### src/rtl/pe_pkg.sv
// Shared constants and types for the 32-input priority-encoder path:
// request vector/index types and the grant-offer state encoding.
package pe_pkg;

    localparam int SIZE  = 5;
    localparam int WIDTH = 2 ** SIZE;

    typedef logic [WIDTH-1:0] req_vec_t;
    typedef logic [SIZE-1:0]  req_idx_t;

    typedef enum logic {
        IDLE  = 1'b0,
        OFFER = 1'b1
    } grant_state_t;

endpackage

### src/rtl/irq_pending_tracker.sv
// Pending/mask register ahead of the priority encoder; captures the encoder
// result and offers it as a grant, clearing the granted bit on acceptance.
module irq_pending_tracker
    import pe_pkg::*;
#(
    parameter int SIZE  = pe_pkg::SIZE,
    parameter int CNT_W = 16,
    localparam int WIDTH = 2 ** SIZE
) (
    input  logic              clk_i,
    input  logic              rst_ni,
    input  logic [WIDTH-1:0]  req_i,
    input  logic              mask_we_i,
    input  logic [WIDTH-1:0]  mask_i,
    output logic [WIDTH-1:0]  enc_vec_o,
    input  logic [SIZE-1:0]   enc_idx_i,
    input  logic              enc_valid_i,
    output logic              grant_valid_o,
    output logic [SIZE-1:0]   grant_idx_o,
    input  logic              grant_ready_i,
    output logic              ovf_o,
    input  logic              ovf_clr_i,
    output logic [CNT_W-1:0]  grant_cnt_o
);

    // Handshake: a grant transfers on a rising edge where grant_valid_o and
    // grant_ready_i are both high; grant_idx_o is stable while valid is high
    // and grant_ready_i has no effect while valid is low.

    grant_state_t     state_q, state_d;
    logic [WIDTH-1:0] pending_q, pending_d;
    logic [WIDTH-1:0] mask_q;
    logic [SIZE-1:0]  grant_idx_q;
    logic             capture;
    logic             handshake;
    logic [WIDTH-1:0] clr;
    logic             ovf_q;
    logic             ovf_set;
    logic [CNT_W-1:0] cnt_q;

    assign enc_vec_o     = pending_q & mask_q;
    assign grant_valid_o = (state_q == OFFER);
    assign grant_idx_o   = grant_idx_q;
    assign ovf_o         = ovf_q;
    assign grant_cnt_o   = cnt_q;

    always_comb begin
        state_d   = state_q;
        capture   = 1'b0;
        handshake = 1'b0;
        unique case (state_q)
            IDLE: begin
                if (enc_valid_i) begin
                    capture = 1'b1;
                    state_d = OFFER;
                end
            end
            OFFER: begin
                if (grant_ready_i) begin
                    handshake = 1'b1;
                    state_d   = IDLE;
                end
            end
            default: state_d = IDLE;
        endcase
    end

    // A request landing on the bit being cleared keeps it pending and is
    // not an overrun, since the earlier event has just been consumed.
    assign clr       = handshake ? (WIDTH'(1) << grant_idx_q) : '0;
    assign pending_d = (pending_q & ~clr) | req_i;
    assign ovf_set   = |(req_i & pending_q & ~clr);

    always_ff @(posedge clk_i) begin
        if (!rst_ni) begin
            state_q     <= IDLE;
            pending_q   <= '0;
            mask_q      <= '1;
            grant_idx_q <= '0;
            ovf_q       <= 1'b0;
            cnt_q       <= '0;
        end else begin
            state_q   <= state_d;
            pending_q <= pending_d;
            if (mask_we_i) begin
                mask_q <= mask_i;
            end
            if (capture) begin
                grant_idx_q <= enc_idx_i;
            end
            if (ovf_set) begin
                ovf_q <= 1'b1;
            end else if (ovf_clr_i) begin
                ovf_q <= 1'b0;
            end
            if (handshake) begin
                cnt_q <= cnt_q + CNT_W'(1);
            end
        end
    end

endmodule

### config.mk
export PLATFORM = sky130hd
export DESIGN_NAME = irq_pending_tracker
export DESIGN_NICKNAME = d
export VERILOG_FILES = /design/src/rtl/pe_pkg.sv /design/src/rtl/irq_pending_tracker.sv
export SDC_FILE = /design/constraint.sdc
export NUM_CORES = 1
export LEC_CHECK = 0
export BUFFER_PORTS_ARGS = -buffer_cell sky130_fd_sc_hd__buf_2
export CAP_MARGIN = 25
export CORE_AREA = 5 5 99 101
export DETAILED_ROUTE_END_ITERATION = 16
export DIE_AREA = 0 0 104 106
export GPL_ROUTABILITY_DRIVEN = 0
export PLACE_DENSITY = 0.81
export SLEW_MARGIN = 10
export SYNTH_ARGS = -nofsm -noshare
export SYNTH_HDL_FRONTEND = slang
export SYNTH_SLANG_ARGS = --single-unit
### constraint.sdc
create_clock -name clk_i -period 1.8 [get_ports clk_i]
set_clock_uncertainty 0.2 [all_clocks]
set_input_delay 0.18 -clock clk_i [delete_from_list [all_inputs] [get_ports clk_i]]
set_output_delay 0.18 -clock clk_i [all_outputs]
set_load 0.02 [all_outputs]
* After elaboration in Yosys (flattened, before gate mapping) *
Index checks and enable logic that the tools add are counted.
Widths: inputs -> output; s select.

word-level totals
  logic and storage cells = 26
  bits in registers = 87
  output and inout bits = 55
  bits of input ports = 75

operators by class
  $add $sub $neg = 1
  multiplexer cells = 9
  reduce and logical (&&, ||, !) cells = 2
  bitwise gates (word level) = 7
  shift operators = 1

operator list
  cell                   number
  $and 32x32->32         4
  $mux 32                1
  $not 32->32            1
  $or 32x32->32          1
  $reduce_or 32->1       1
  $shl 1x5->32 const A   1
  $add 16x1->16 const B  1
  $mux 1                 7
  $pmux 1 s2             1
  $reduce_bool 2->1      1
  $not 1->1              1

* Longest topological paths before layout *
Gate-level depths: netlist of run 1.

  word-level depth = 7
  gate-level depth with buffers = 8

* Worst setup path before layout of run 1 *
OpenSTA, ideal clock, no wires.

  path kind = register to register
  start point = reg state_q (netlist: grant_valid_o)
  end point = reg ovf_q (netlist: ovf_o)
  stages on the path, launching flop included = 8
  path slack = -0.162 ns
  data arrival time = 1.622 ns
  clock period less this slack = 1.962 ns
  path through = dfxtp_1 > and3b_1 > buf_6 > nand2_2 > o21a_1 > a32o_1 > nor4_1 > a41oi_1

on the way
  word-level cells in the longest chain between the ends = 6

RTL lines
  item                                                RTL line                   source
  start, declared                                     irq_pending_tracker.sv:30  grant_state_t state_q, state_d;
  start signal, assigned                              irq_pending_tracker.sv:83  state_q <= state_d;
  $mux 1 (*)                                          irq_pending_tracker.sv:51  unique case (state_q)
  $mux 32 (*)                                         irq_pending_tracker.sv:70  assign clr = handshake ? (WIDTH'(1) << grant_idx_q) : '0;
  $not 32->32 (*)                                     irq_pending_tracker.sv:72  assign ovf_set = |(req_i & pending_q & ~clr);
  $and 32x32->32 (*)                                  irq_pending_tracker.sv:72
  $reduce_or 32->1 (*)                                irq_pending_tracker.sv:72
  $mux 1 / $reduce_bool 2->1 (equally long branches)  --
  end signal, assigned                                irq_pending_tracker.sv:80  ovf_q <= 1'b0;
  end signal, assigned                                irq_pending_tracker.sv:92  ovf_q <= 1'b1;
  end signal, assigned                                irq_pending_tracker.sv:94  ovf_q <= 1'b0;
  end, declared                                       irq_pending_tracker.sv:37  logic ovf_q;

Every way passes the cells marked *; elsewhere a longest branch is shown, timed or not.
A chain may end at the register's enable or synchronous reset.

* Worst setup path in the final report of run 1 *
  start point = reg grant_idx_q[0] (netlist: grant_idx_o[0])
  end point = reg ovf_q (netlist: ovf_o)

on the way
  word-level cells in the longest chain between the ends = 6

RTL lines
  item                                                RTL line                   source
  start, declared                                     irq_pending_tracker.sv:33  logic [SIZE-1:0] grant_idx_q;
  start signal, assigned                              irq_pending_tracker.sv:89  grant_idx_q <= enc_idx_i;
  $shl 1x5->32 (*)                                    irq_pending_tracker.sv:70
  $mux 32 (*)                                         irq_pending_tracker.sv:70
  $not 32->32 (*)                                     irq_pending_tracker.sv:72
  $and 32x32->32 (*)                                  irq_pending_tracker.sv:72
  $reduce_or 32->1 (*)                                irq_pending_tracker.sv:72
  $mux 1 / $reduce_bool 2->1 (equally long branches)  --

Marked as above.

==> out/summary.log, run 1 <==
INFO  worst_setup_path critical_path_endpoint_category=flip-flop
INFO  yosys          avgSynthCellArea=8.47squm
INFO  yosys          synth_top_area_share=0.455
INFO  drt            drt-vias-per-instance=5.37
INFO  global_routing grtUsageTotal=0.239
INFO  yosys          synthesis.nets=528
INFO  timing         period_share=1.11
INFO  worst_setup_path max_stage_delay=0.41ns
INFO  drt            drc=0
INFO  clock_tree     tritoncts=yes
INFO  clock_tree     worstSkewPairLatency=0.37ns
INFO  finish         layout-drive-gt1-share=0.333
INFO  timing         fin_setup_tns=-0.261ns
INFO  global_routing globalRoute.totalOverflow=0
INFO  timing         worst_rel_slew_slack=0.730
INFO  clock_tree     clkTransAtPathRegs=0.09ns
INFO  place          numPortBuffers=129
INFO  timing         final_hold_viol_count=0
INFO  drt            routed_wirelength=13.7mm
INFO  drt            post_drt_wl_per_cell=16.9um
INFO  floorplanning  number_of_rows_in_the_core_area=35
INFO  yosys          synthXorXnorAreaFrac=0.0274
INFO  power          pwr_cell_area=733nW/um^2
INFO  run_status     outcome=finished with violations
INFO  worst_setup_path cp_num_buf_inv=0
INFO  clock_tree     clock_tree.htree_level_count=3
INFO  clock_tree     numCtsBuffers=9
INFO  finish         antenna_cells=0
INFO  floorplanning  ioPinCount=130
INFO  timing         clock.fmax=499MHz
INFO  floorplanning  die_width=104um
INFO  power          power_leakage=2.74nW
INFO  yosys          dominant_combinational_cell_family_by_area_after_synthesis=simple AND/OR/NAND/NOR gates
INFO  place          detailedPlacementHpwl=8.85mm
INFO  worst_setup_path timing.critical_path.from_type=flip-flop
INFO  worst_setup_path family_with_the_most_delay_on_the_worst_path=simple AND/OR/NAND/NOR gates
INFO  drt            postRouteAntennaNets=0
INFO  yosys          synth.largest_area_cell=dfxtp_1
INFO  floorplanning  core_area=8930squm
INFO  floorplanning  die_h=106um
INFO  yosys          compound_gate_portion_of_the_synthesized_area=0.111
INFO  finish         layout.nets=770
INFO  run            max_cap_violations=0
INFO  timing         fin_ws=-0.205ns
INFO  yosys          ys_dominant_reg_cell=dfxtp_1
INFO  yosys          yosys_warnings=0
INFO  yosys          synth.yosys.seq_area_share=0.455
INFO  power          p_seq_frac=0.476
INFO  timing         setup_viol=2
INFO  yosys          synth.mux.area_fraction=0.102
INFO  place          placedCellCount=706
INFO  worst_setup_path critPathArrivalTime=2.03ns
INFO  drt            first_pass_iters=6
INFO  yosys          postSynthRegisterBits=87
INFO  timing         worstMarginPinSlew=0.399ns
INFO  run_status     failing_checks=setup timing
INFO  power          irDropWorstVdd=425uV
INFO  drt            vias=4351
INFO  worst_setup_path crit_path_max_fanout=8
INFO  worst_setup_path critical-path-slowest-cell=o311ai_1
INFO  global_routing grt_start_max_net_pins=52
INFO  global_routing antenna_found_initial=0
INFO  power          total_power=4.46mW
INFO  yosys          post_synth_fa_ha_maj_area_fraction=0.00327
INFO  worst_setup_path path_cells=nand2b_1 -> o311ai_1 -> nand4_1 -> nor4_2 -> a41oi_1
INFO  yosys          synth_simple_gate_area_share=0.265
INFO  power          power_frac_clock=0.332
INFO  yosys          synth_enable_flop_cells=0
INFO  floorplanning  initial_core_util=0.429
INFO  power          total_switching_power=1.20mW
INFO  global_routing first_global_vias=4476
INFO  worst_setup_path criticalPathCategory=flip-flop to flip-flop
INFO  yosys          synthArstFlopShare=0
INFO  power          share_comb_of_total_power=0.192
INFO  drt            detail_route.iter0.violations=506
INFO  clock_tree     clockBufferDepth=2
INFO  global_routing grt_pass1_wl=21.7mm
INFO  timing         shortest_clock_period_the_worst_path_allows_after_layout=2.01ns
INFO  place          post-place-ws=-0.211ns
INFO  finish         area.growth.synth_to_final=59.0%
INFO  worst_setup_path cp_data_required_time=1.82ns
INFO  timing         setup_repair_after_global_routing_missed_its_margin=true
INFO  power          swShare=0.268
INFO  power          internal_power_component=3.27mW
INFO  timing         hold_ws=0.0531ns
INFO  yosys          synthTopCellsByArea=dfxtp_1 (45%), mux2i_1 (9.9%), nand2_1 (7.0%)
INFO  clock_tree     cts.sink_count=87
INFO  min_path       worst_hold_path_type=input port to flip-flop
INFO  yosys          ys_types=48
INFO  floorplanning  fp.dieArea=11000squm
INFO  clock_tree     clockRootBuffer=clkbuf_8
INFO  finish         final_cells=810
INFO  timing         slew_viol_final=0
INFO  yosys          syn_area=3830squm
INFO  yosys          postSynthCellCount=452
[synthesized netlist by cell type (all sizes together) (5+ instances only)]
master,count
a21oi,37
and2,38
and3,7
buf,11
clkbuf,13
dfxtp,87
inv,6
mux2i,38
nand2,72
nand3,15
nand4,6
nor2,52
o211ai,7
o21ai,7
or3,5
xnor2,5
xor2,7
[layout make-up]
class,instances,area (sq um)
Fill cell,628,2840
Clock buffer,14,184
Sequential cell,87,1770
Timing Repair Buffer,255,1830
Inverter,7,26.3
Tap cell,111,139
Clock inverter,2,35.0
Multi-Input combinational cell,334,2110
[registers in the layout, indices dropped and copies added, names as in the netlist]
signal / cells
grant_idx_o: 5
grant_cnt_o: 16
pending_q: 32
grant_valid_o: 1
mask_q: 32
ovf_o: 1
[worst paths after layout]
| path | end | start | slack, ns | depth (start not counted) |
|---|---|---|---|---|
| min | grant_cnt_o[7] | rst_ni | 0.05 | 2 |
| min reg2reg | mask_q[17] | mask_q[17] | 0.27 | 2 |
| max reg2reg | ovf_o | grant_idx_o[0] | -0.21 | 5 |
| max | ovf_o | grant_idx_o[0] | -0.21 | 5 |
[stage by stage]
| stage | utilization | cell area, sq um |
|---|---|---|
| 6_report | 0.682 | 6090 |
| 5_1_grt | 0.682 | 6090 |
| 4_1_cts | 0.666 | 5950 |
| 3_5_place_dp | 0.543 | 4850 |
| 3_3_place_gp | 0.543 | 4850 |
| 2_1_floorplan | - | 3880 |
[per-layer routing]
layer	vias to the layer above	global-route usage	wire length (um)
li1	2013	-	-
met1	2032	0.282	5370
met2	241	0.417	6800
met3	65	0.0425	985
met4	0	0.116	567
met5	-	0	0
[kinds of logic after synthesis]
| family | Yosys count |
|---|---|
| AO/OA/AOI/OAI | 70 |
| XOR/XNOR | 12 |
| adder cells (fa/ha/maj) | 1 |
| buffers and inverters | 31 |
| flip-flops | 87 |
| multiplexers | 39 |
| AND/OR/NAND/NOR | 212 |
[layout by cell type, fill, tap and decap left out, drive strengths merged, types with 14 or more instances in the layout]
| cell | synthesis | routed |
|---|---|---|
| clkbuf | 13 | 14 |
| nand3 | 15 | 15 |
| dlygate4sd3 | 0 | 80 |
| mux2i | 38 | 38 |
| and2 | 38 | 38 |
| a21oi | 37 | 37 |
| dfxtp | 87 | 87 |
| nor2 | 52 | 52 |
| buf | 11 | 175 |
| nand2 | 72 | 72 |
[power by group through the flow]
| stage | Combinational [mW] | Clock (mW) | Sequential, mW |
|---|---|---|---|
| floorplan | 0.389 | 0 | 2.13 |
| global placement | 0.633 | 0 | 2.15 |
| detailed placement | 0.651 | 0 | 2.16 |
| CTS | 0.812 | 1.51 | 2.11 |
| global route | 0.922 | 1.59 | 2.14 |
| finish | 0.857 | 1.48 | 2.12 |
[what timing repair did]
item,in CTS,in global routing
resized for setup,14,28
endpoints found under the hold margin,69,0
buffers inserted,4,4
pin swaps,9,10
endpoints found under the setup margin,1,11
hold buffers,80,0
Power figures use the tool's default switching activity.
==> run 2, diff against run 1 <==
--- a/config.mk
+++ b/config.mk
@@ -7,11 +7,11 @@
 export LEC_CHECK = 0
 export BUFFER_PORTS_ARGS = -buffer_cell sky130_fd_sc_hd__buf_2
 export CAP_MARGIN = 25
-export CORE_AREA = 5 5 99 101
+export CORE_AREA = 5 5 94 96
 export DETAILED_ROUTE_END_ITERATION = 16
-export DIE_AREA = 0 0 104 106
+export DIE_AREA = 0 0 99 101
 export GPL_ROUTABILITY_DRIVEN = 0
-export PLACE_DENSITY = 0.81
+export PLACE_DENSITY = 0.85
 export SLEW_MARGIN = 10
 export SYNTH_ARGS = -nofsm -noshare
 export SYNTH_HDL_FRONTEND = slang
==> constraint.sdc (replaced) <==
create_clock -name clk_i -period 1.95 [get_ports clk_i]
set_clock_uncertainty 0.2 [all_clocks]
set_input_delay 0.195 -clock clk_i [delete_from_list [all_inputs] [get_ports clk_i]]
set_output_delay 0.195 -clock clk_i [all_outputs]
set_load 0.02 [all_outputs]
==> out/summary.log, run 2 (same netlist as run 1, synthesis figures left out) <==
INFO  place          numPortBuffers=129
INFO  clock_tree     worstSkewPairLatency=0.36ns
INFO  clock_tree     clock_tree.htree_level_count=3
INFO  finish         layout_commonest_cell=buf_2
INFO  finish         combined_area_of_the_multi_input_logic_cells=2060squm
INFO  power          pwr_cell_area=707nW/um^2
INFO  drt            drt-vias-per-instance=5.54
INFO  finish         antenna_cells=0
INFO  worst_setup_path family_with_the_most_delay_on_the_worst_path=simple AND/OR/NAND/NOR gates
INFO  floorplanning  ioPinCount=130
INFO  power          internal_power_component=3.03mW
INFO  finish         area.growth.synth_to_final=54.0%
INFO  power          p_seq_frac=0.470
INFO  timing         setup_repair_after_global_routing_missed_its_margin=true
INFO  drt            post_drt_wl_per_cell=17.7um
INFO  drt            detail_route.iter0.violations=458
INFO  finish         final_area=5900squm
INFO  drt            first_pass_iters=6
INFO  worst_setup_path critPathArrivalTime=2.04ns
INFO  clock_tree     clkTransAtPathRegs=0.09ns
INFO  drt            drc=0
INFO  power          power_frac_clock=0.340
INFO  clock_tree     numCtsBuffers=9
INFO  worst_setup_path critical_path_endpoint_category=flip-flop
INFO  finish         register_area=1760squm
INFO  finish         layout.nets=754
INFO  drt            topRoutingLayerUsed=met4
INFO  power          irDropWorstVdd=707uV
INFO  floorplanning  number_of_rows_in_the_core_area=33
INFO  drt            postRouteAntennaNets=0
INFO  place          detailedPlacementHpwl=8.49mm
INFO  timing         slew_viol_final=0
INFO  drt            vias=4368
INFO  min_path       worst_hold_path_type=input port to flip-flop
INFO  global_routing grtUsageTotal=0.262
INFO  timing         setup_viol=1
INFO  place          dpl_cell_area=4700squm
INFO  drt            detailroute.wirelength.met3=1.22mm
INFO  run_status     failing_checks=setup timing
INFO  floorplanning  die_h=101um
INFO  worst_setup_path path_cells=and3b_2 -> nand2_1 -> o211ai_1 -> o2111ai_1 -> nor4_2 -> a41oi_1
INFO  run_status     outcome=finished with violations
INFO  timing         clock.fmax=495MHz
INFO  drt            route.met2.wl=6.79mm
INFO  global_routing grt_pass1_wl=21.1mm
INFO  power          swShare=0.273
INFO  worst_setup_path max_stage_delay=0.35ns
INFO  run            max_cap_violations=0
INFO  floorplanning  initial_core_util=0.481
INFO  timing         final_hold_viol_count=0
INFO  timing         fin_ws=-0.0690ns
INFO  timing         shortest_clock_period_the_worst_path_allows_after_layout=2.02ns
INFO  worst_setup_path cp_num_buf_inv=0
INFO  worst_setup_path crit_path_max_fanout=5
INFO  timing         worst_rel_slew_slack=0.683
INFO  timing         hold_ws=0.0893ns
INFO  global_routing globalRoute.totalOverflow=0
INFO  global_routing antenna_found_initial=0
INFO  clock_tree     cts.sink_count=87
INFO  timing         worstMarginPinSlew=0.469ns
INFO  global_routing first_global_vias=4346
INFO  worst_setup_path criticalPathCategory=flip-flop to flip-flop
INFO  clock_tree     tritoncts=yes
INFO  power          total_switching_power=1.14mW
INFO  floorplanning  core_area=7970squm
INFO  finish         layout-drive-gt1-share=0.307
INFO  worst_setup_path cp_data_required_time=1.97ns
INFO  clock_tree     clockBufferDepth=2
INFO  worst_setup_path timing.critical_path.from_type=flip-flop
INFO  finish         final_cell_mix=buf_2 (129), dfxtp_1 (80), dlygate4sd3_1 (80)
INFO  drt            routed_wirelength=13.9mm
INFO  global_routing grt_start_max_net_pins=52
INFO  clock_tree     clockRootBuffer=clkbuf_8
INFO  drt            wl_met1=5.17mm
INFO  timing         period_share=1.04
INFO  worst_setup_path critical-path-slowest-cell=dfxtp_2
INFO  finish         fillers=499
INFO  floorplanning  fp.dieArea=10000squm
INFO  power          share_comb_of_total_power=0.190
INFO  power          power_leakage=2.67nW
INFO  floorplanning  die_width=99um
run 2: changes by cell type in the layout (fill, tap and decap cells not counted), sizes merged:
cell,delta
inv,+1
clkbuf,-4
clkinv,+2
bufinv,+1
buf,-16
run 2: routing by layer:
metal	up-vias	GRT usage
li1	1986	-
met5	-	0
met1	1977	0.298
met3	84	0.0678
met4	0	0.132
met2	321	0.455
run 2: final cells by class:
type | count | area share
clock buffer | 10 | 0.0233
clock inverter | 6 | 0.0155
inverter | 7 | 0.00445
multi-input combinational | 334 | 0.349
sequential | 87 | 0.298
tap | 105 | 0.0223
timing repair buffer | 239 | 0.288
run 2: worst paths after layout:
check	startpoint	to	slack, ns	depth (start not counted)
setup reg to reg	grant_idx_o[1]	ovf_o	-0.07	6
hold reg to reg	mask_q[11]	mask_q[11]	0.28	2
hold / removal	rst_ni	grant_cnt_o[12]	0.09	2
setup / recovery	grant_idx_o[1]	ovf_o	-0.07	6
run 2: stage by stage:
step / total power, mW / worst slack (ns) / instances / TNS, ns / util
floorplan: 2.32 / 0.000158 / 452 / 0 / -
global placement: 2.56 / 0.0169 / 686 / 0 / 0.590
detailed placement: 2.58 / -0.0824 / 686 / -0.0824 / 0.590
CTS: 4.10 / 0.00741 / 783 / 0 / 0.724
global route: 4.34 / -0.195 / 788 / -0.205 / 0.740
finish: 4.17 / -0.0690 / 788 / -0.0690 / 0.740
run 2: worst reg2reg max path, delay by kind of cell, from the launching register on:
| kind | cells | cell delay, ns |
|---|---|---|
| AOI/OAI and AO/OA | 3 | 0.56 |
| DFF | 1 | 0.35 |
| and+or+nand+nor | 3 | 0.77 |
run 2: power by group through the flow:
stage / Combinational, mW / Clock [mW] / Sequential, mW
floorplan: 0.352 / 0 / 1.97
global placement: 0.580 / 0 / 1.98
detailed placement: 0.593 / 0 / 1.99
CTS: 0.729 / 1.43 / 1.95
global route: 0.848 / 1.52 / 1.97
finish: 0.793 / 1.42 / 1.96
run 2: repair_timing:
action	in CTS	in global routing
buffers inserted	1	5
gates cloned	0	0
gates resized for setup	12	24
pin swaps	4	6
endpoints found under the hold margin	70	0
endpoints found under the setup margin	1	7
hold buffers	80	0
